$ cat config.mk
export PLATFORM = sky130hd
export DESIGN_NAME = mem_arbiter_flat
export DESIGN_NICKNAME = d
export VERILOG_FILES = /design/src/rtl/mem_arbiter_if.sv /design/src/rtl/mem_arbiter.sv /design/src/flat_wrapper.sv
export SDC_FILE = /design/constraint.sdc
export NUM_CORES = 1
export LEC_CHECK = 0
export CORE_MARGIN = 2
export CORE_UTILIZATION = 41
export DETAILED_ROUTE_END_ITERATION = 10
export PLACE_DENSITY_LB_ADDON = 0.1
export SETUP_SLACK_MARGIN = 0.1
export SYNTH_ARGS = -nofsm -noshare
export SYNTH_HDL_FRONTEND = slang
export SYNTH_SLANG_ARGS = --single-unit
$ cat constraint.sdc
create_clock -name clk -period 2 [get_ports clk]
set_input_delay 0.3 -clock clk [delete_from_list [all_inputs] [get_ports clk]]
set_output_delay 0.3 -clock clk [all_outputs]
set_load 0.02 [all_outputs]
$ cat src/rtl/mem_arbiter_if.sv
`default_nettype none
// mem_arbiter_if: fetch/mem-stage request ports and the external memory bus of mem_arbiter.
// Rev 1.0
interface mem_arbiter_if #(
    parameter int AW = 32,
    parameter int DW = 32
);
    logic                inst_req;
    logic [AW-1:0]       inst_addr;
    logic [DW-1:0]       inst_rdata;
    logic                inst_ok;

    logic                data_req;
    logic [DW/8-1:0]     data_wen;
    logic [AW-1:0]       data_addr;
    logic [DW-1:0]       data_wdata;
    logic [DW-1:0]       data_rdata;
    logic                data_ok;

    logic                advance;
    logic                stall;

    logic                mem_req;
    logic [DW/8-1:0]     mem_wen;
    logic [AW-1:0]       mem_addr;
    logic [DW-1:0]       mem_wdata;
    logic [DW-1:0]       mem_rdata;
    logic                mem_ack;

    // Arbiter side
    modport master (
        input  inst_req, inst_addr,
        output inst_rdata, inst_ok,
        input  data_req, data_wen, data_addr, data_wdata,
        output data_rdata, data_ok,
        input  advance,
        output stall,
        output mem_req, mem_wen, mem_addr, mem_wdata,
        input  mem_rdata, mem_ack
    );

    // Pipeline and memory side
    modport slave (
        output inst_req, inst_addr,
        input  inst_rdata, inst_ok,
        output data_req, data_wen, data_addr, data_wdata,
        input  data_rdata, data_ok,
        output advance,
        input  stall,
        input  mem_req, mem_wen, mem_addr, mem_wdata,
        output mem_rdata, mem_ack
    );
endinterface
`default_nettype wire

$ cat src/rtl/mem_arbiter.sv
`default_nettype none
// mem_arbiter: shares one memory bus between fetch and mem stage, data first, results held until advance.
// Rev 1.0
module mem_arbiter #(
    parameter int AW = 32,
    parameter int DW = 32
) (
    input  logic          clk,
    input  logic          rst,
    mem_arbiter_if.master bus
);
    localparam int WW = DW / 8;

    typedef enum logic [1:0] {
        IDLE = 2'd0,
        DBUS = 2'd1,
        IBUS = 2'd2
    } state_e;

    state_e          state_q, state_d;
    logic            mem_req_q, mem_req_d;
    logic [WW-1:0]   mem_wen_q, mem_wen_d;
    logic [AW-1:0]   mem_addr_q, mem_addr_d;
    logic [DW-1:0]   mem_wdata_q, mem_wdata_d;
    logic [DW-1:0]   inst_rdata_q, inst_rdata_d;
    logic [DW-1:0]   data_rdata_q, data_rdata_d;
    logic            inst_ok_q, inst_ok_d;
    logic            data_ok_q, data_ok_d;

    logic            w_inst_pend;
    logic            w_data_pend;

    assign w_inst_pend = bus.inst_req & ~inst_ok_q;
    assign w_data_pend = bus.data_req & ~data_ok_q;

    always_ff @(posedge clk or negedge rst) begin
        if (!rst) begin
            state_q      <= IDLE;
            mem_req_q    <= 1'b0;
            mem_wen_q    <= '0;
            mem_addr_q   <= '0;
            mem_wdata_q  <= '0;
            inst_rdata_q <= '0;
            data_rdata_q <= '0;
            inst_ok_q    <= 1'b0;
            data_ok_q    <= 1'b0;
        end else begin
            state_q      <= state_d;
            mem_req_q    <= mem_req_d;
            mem_wen_q    <= mem_wen_d;
            mem_addr_q   <= mem_addr_d;
            mem_wdata_q  <= mem_wdata_d;
            inst_rdata_q <= inst_rdata_d;
            data_rdata_q <= data_rdata_d;
            inst_ok_q    <= inst_ok_d;
            data_ok_q    <= data_ok_d;
        end
    end

    always_comb begin
        state_d      = state_q;
        mem_req_d    = mem_req_q;
        mem_wen_d    = mem_wen_q;
        mem_addr_d   = mem_addr_q;
        mem_wdata_d  = mem_wdata_q;
        inst_rdata_d = inst_rdata_q;
        data_rdata_d = data_rdata_q;
        inst_ok_d    = inst_ok_q;
        data_ok_d    = data_ok_q;

        // Advance clears both flags; a completion on the same edge overrides below.
        if (bus.advance) begin
            inst_ok_d = 1'b0;
            data_ok_d = 1'b0;
        end

        case (state_q)
            IDLE: begin
                mem_req_d = 1'b0;
                if (w_data_pend) begin
                    state_d     = DBUS;
                    mem_req_d   = 1'b1;
                    mem_wen_d   = bus.data_wen;
                    mem_addr_d  = bus.data_addr;
                    mem_wdata_d = bus.data_wdata;
                end else if (w_inst_pend) begin
                    state_d     = IBUS;
                    mem_req_d   = 1'b1;
                    mem_wen_d   = '0;
                    mem_addr_d  = bus.inst_addr;
                    mem_wdata_d = '0;
                end
            end
            DBUS: begin
                if (bus.mem_ack) begin
                    state_d   = IDLE;
                    mem_req_d = 1'b0;
                    data_ok_d = 1'b1;
                    // Stores leave the held load word untouched.
                    if (mem_wen_q == '0) begin
                        data_rdata_d = bus.mem_rdata;
                    end
                end
            end
            IBUS: begin
                if (bus.mem_ack) begin
                    state_d      = IDLE;
                    mem_req_d    = 1'b0;
                    inst_ok_d    = 1'b1;
                    inst_rdata_d = bus.mem_rdata;
                end
            end
            default: begin
                state_d   = IDLE;
                mem_req_d = 1'b0;
            end
        endcase
    end

    assign bus.stall      = w_inst_pend | w_data_pend;
    assign bus.mem_req    = mem_req_q;
    assign bus.mem_wen    = mem_wen_q;
    assign bus.mem_addr   = mem_addr_q;
    assign bus.mem_wdata  = mem_wdata_q;
    assign bus.inst_rdata = inst_rdata_q;
    assign bus.inst_ok    = inst_ok_q;
    assign bus.data_rdata = data_rdata_q;
    assign bus.data_ok    = data_ok_q;

endmodule
`default_nettype wire

$ cat src/flat_wrapper.sv
// flat-port wrapper written by rule: the top's interface ports become plain ports
module mem_arbiter_flat 
#(
    parameter int AW = 32,
    parameter int DW = 32
)
  (clk, rst, bus_inst_req, bus_inst_addr, bus_inst_rdata, bus_inst_ok, bus_data_req, bus_data_wen, bus_data_addr, bus_data_wdata, bus_data_rdata, bus_data_ok, bus_advance, bus_stall, bus_mem_req, bus_mem_wen, bus_mem_addr, bus_mem_wdata, bus_mem_rdata, bus_mem_ack);
  mem_arbiter_if #(.AW(AW), .DW(DW)) bus_i ();
  input  logic clk;
  input  logic rst;
  input wire logic [$bits(bus_i.inst_req)-1:0] bus_inst_req;
  input wire logic [$bits(bus_i.inst_addr)-1:0] bus_inst_addr;
  output wire logic [$bits(bus_i.inst_rdata)-1:0] bus_inst_rdata;
  output wire logic [$bits(bus_i.inst_ok)-1:0] bus_inst_ok;
  input wire logic [$bits(bus_i.data_req)-1:0] bus_data_req;
  input wire logic [$bits(bus_i.data_wen)-1:0] bus_data_wen;
  input wire logic [$bits(bus_i.data_addr)-1:0] bus_data_addr;
  input wire logic [$bits(bus_i.data_wdata)-1:0] bus_data_wdata;
  output wire logic [$bits(bus_i.data_rdata)-1:0] bus_data_rdata;
  output wire logic [$bits(bus_i.data_ok)-1:0] bus_data_ok;
  input wire logic [$bits(bus_i.advance)-1:0] bus_advance;
  output wire logic [$bits(bus_i.stall)-1:0] bus_stall;
  output wire logic [$bits(bus_i.mem_req)-1:0] bus_mem_req;
  output wire logic [$bits(bus_i.mem_wen)-1:0] bus_mem_wen;
  output wire logic [$bits(bus_i.mem_addr)-1:0] bus_mem_addr;
  output wire logic [$bits(bus_i.mem_wdata)-1:0] bus_mem_wdata;
  input wire logic [$bits(bus_i.mem_rdata)-1:0] bus_mem_rdata;
  input wire logic [$bits(bus_i.mem_ack)-1:0] bus_mem_ack;
  assign bus_i.inst_req = bus_inst_req;
  assign bus_i.inst_addr = bus_inst_addr;
  assign bus_inst_rdata = bus_i.inst_rdata;
  assign bus_inst_ok = bus_i.inst_ok;
  assign bus_i.data_req = bus_data_req;
  assign bus_i.data_wen = bus_data_wen;
  assign bus_i.data_addr = bus_data_addr;
  assign bus_i.data_wdata = bus_data_wdata;
  assign bus_data_rdata = bus_i.data_rdata;
  assign bus_data_ok = bus_i.data_ok;
  assign bus_i.advance = bus_advance;
  assign bus_stall = bus_i.stall;
  assign bus_mem_req = bus_i.mem_req;
  assign bus_mem_wen = bus_i.mem_wen;
  assign bus_mem_addr = bus_i.mem_addr;
  assign bus_mem_wdata = bus_i.mem_wdata;
  assign bus_i.mem_rdata = bus_mem_rdata;
  assign bus_i.mem_ack = bus_mem_ack;
  mem_arbiter #(.AW(AW), .DW(DW)) u_core (.clk(clk), .rst(rst), .bus(bus_i));
endmodule
==> summary.txt <==
Flow run
  – Max Cap Viol: 0

GRT
  – GRT Util Overall: 20.3%
  – Number of global-route vias before repair: ~4200
  – Remaining global-route overflow: 0
  – First-pass GRT wire length: ~23 mm
  – Initial antenna violation count: 0
  – Largest net degree at the start of global routing: 58

Layout
  – Share of cells above drive strength 1: 26.9%
  – Commonest non-fill, non-tap cell in the layout: clkdlybuf4s50_1
  – Inserted Diodes: 0
  – Nets: 774
  – P&R area growth vs syn: 62.5%
  – Design Area, Final: a little over 0.009 mm²
  – Most frequent cells in the layout: clkdlybuf4s50_1, dfrtp_1, mux2_2
  – Non-filler cells, final: 826

Synth
  – Cell count after synthesis: 350
  – Synthesized net count: 491
  – Area leader, netlist: dfrtp_1
  – Syn Area/Cell: 16.4 µm²
  – Sequential area share after synthesis: approximately 60%
  – Main area contributors after synthesis: dfrtp_1, mux2_4, mux2_2
  – Yosys reg bits: 137
  – Yosys cell types: 20
  – Area share of the largest cell type after synthesis: 59.7%
  – Total of warnings raised by yosys: 0
  – Mapped cell area: about 0.0057 mm²

Floorplan
  – Die width: 122 µm
  – Row Count: 43
  – Core ar.: ~0.014 mm²
  – I/O pins: roughly 270
  – Die height: 122 µm
  – Die Area: 0.0150 mm²
  – Initial Util: 41.7%

Clock network
  – Setup Fix Bufs, Post-CTS: 0
  – H-tree Lvls: 4
  – Num CTS Buffers: 17
  – Clk buf depth: 2
  – CTS clk-pin slew, worst paths: 0.06 ns
  – Clock root buffer: clkbuf_16
  – CTS tree: yes
  – Clock latency on the worst-skew pair: 0.41 ns
  – CTS sink cnt: 137

Power and ir drop
  – PwrDens: 1720 mW/mm²
  – Clock power frac: 19.7%
  – Design Power: about 16 mW
  – Power Internal: 10.6 mW
  – Seq pwr share: 31.0%
  – VDD IR max: 0.964 mV
  – Leakage power: 4.13 nW
  – Sw Ratio: roughly a third
  – Switching power total: 5.52 mW
  – Combinational power share: around half

STA
  – TNS Setup: 0 ns
  – Clock Skew: 0.00847 ns
  – Final Critical Period: 1.78 ns
  – Slew Viols, Final: 0
  – Fin crit share: 88.8%
  – Final hold vios: 0
  – Worst-Margin Slew: 0.396 ns
  – WHS: roughly 0.37 ns
  – RSZ-0062 raised after global routing: false
  – Fmax achieved: between 500 and 600 MHz
  – Final-report setup violation count: 0
  – Max_slew headroom: approximately 74%

Detailed routing
  – Total Routed Length: 14.9 mm
  – Drt drc: 0
  – Pre-antenna DRT Iters: 4
  – DR iter-0 viols: 193
  – Via count: about 4000
  – Post-DRT Antenna Nets: 0
  – Vias per inst: 4.87
  – Wirelength per Cell: 18.1 µm

Placement
  – Placed cell area: 0.00871 mm²
  – Port bufs: roughly 270
  – Routability Congestion: 0.770
  – HPWL after DPL: 10.7 mm
  – Placed cells: roughly 790

Setup path
  – Worst path buffer plus inverter count: 1
  – Worst EP arrival: between 1 and 1.5 ns
  – Crit. End Element: primary output
  – Critical Path RT: 1.70 ns
  – Critical path class: reg2out
  – CP max stage delay: 0.67 ns
  – R2R cell count: 5
  – Worst reg2reg startpoint: u_core.state_q[0]
  – Crit-path max FO: 4
  – CP max-delay cell: clkdlybuf4s50_1
  – RR Endpoint: u_core.bus.mem_addr[30]
  – CP startpoint kind: register
  – R2r setup slk: 0.41 ns
  – Critical-path cell list: clkdlybuf4s50_1
  – Critical path's top delay family: buffers and inverters

Hold path
  – Hold Path Class: in2async

Outcome
  – Status: finished, final reports clean
[what timing repair did]
action / CTS / global route
resized for setup: 1 / 0
hold buffers: 1 / 0
endpoints found under the hold margin: 40 / 0
endpoints found under the setup margin: 1 / 0
[sequential cells by signal, summed over array words and instances (netlist names)]
signal                 flops
u_core.bus.mem_wdata      32
u_core.bus.mem_addr       32
u_core.bus.data_ok         1
u_core.bus.inst_rdata     32
u_core.bus.data_rdata     32
u_core.bus.mem_req         1
u_core.state_q             2
u_core.bus.inst_ok         1
u_core.bus.mem_wen         4
[how the worst max path moves through the flow]
stage | startpoint | to | cells past startpoint
6_report | u_core.bus.data_ok | bus_data_ok | 1
5_1_grt | u_core.bus.data_ok | bus_data_ok | 1
4_1_cts | u_core.bus.data_ok | bus_data_ok | 1
3_5_place_dp | bus_data_req | u_core.bus.mem_addr[29] | 5
3_3_place_gp | bus_data_req | bus_stall | 4
2_1_floorplan | u_core.bus.data_ok | u_core.bus.mem_addr[4] | 5
[routing by layer]
metal  GRT usage, %  share of wire, %  vias to the layer above
met1           25.4                42                     1985
li1               -                 -                     1840
met2           32.1                48                      182
met3           7.20               8.8                       13
met4           8.26               1.2                        0
met5              0                 0                        -
[through the flow]
step | setup WS, ns | utilization (%)
after floorplan | 0.417 | -
after global placement | 0.113 | 63.3
after detailed placement | 0.0626 | 63.3
after CTS | 0.177 | 67.7
after global routing | 0.157 | 67.7
final | 0.223 | 67.7
[cells in the mapped netlist]
master,instances
dfrtp_1,137
mux2_2,71
mux2_4,57
a22o_1,37
buf_2,11
buf_6,8
inv_1,4
nand2_1,4
nor2b_1,4
o21ai_0,4
ha_1,3
clkbuf_1,2
a21oi_1,1
and2_1,1
nand2b_1,1
nand2b_4,1
nand3_2,1
nor4_2,1
o21ai_2,1
o22ai_1,1
[power by group through the flow]
stage               clock, mW  sequential (mW)  combinational (mW)
detailed placement          0             4.98                7.99
floorplan                   0             6.60                2.54
CTS                      3.24             4.99                8.02
finish                   3.17             4.99                7.92
global placement            0             4.96                7.89
global route             3.37             5.15                8.35
[kinds of logic after synthesis]
group | synth area share, %
flops | 59.7
fa+ha+maj | 0.654
buf+inv | 2.92
mux | 28.8
compound gates | 6.34
simple gates | 1.55
[layout make-up]
cell class | count | area [µm²]
multi-input combinational | 188 | 2150
clock buffer | 21 | 460
inverter | 4 | 15.0
clock inverter | 11 | 146
sequential | 137 | 3430
fill | 1036 | 4440
timing repair buffer | 285 | 2900
tap | 180 | 225
No activity file was read; power rests on OpenSTA's default activity.
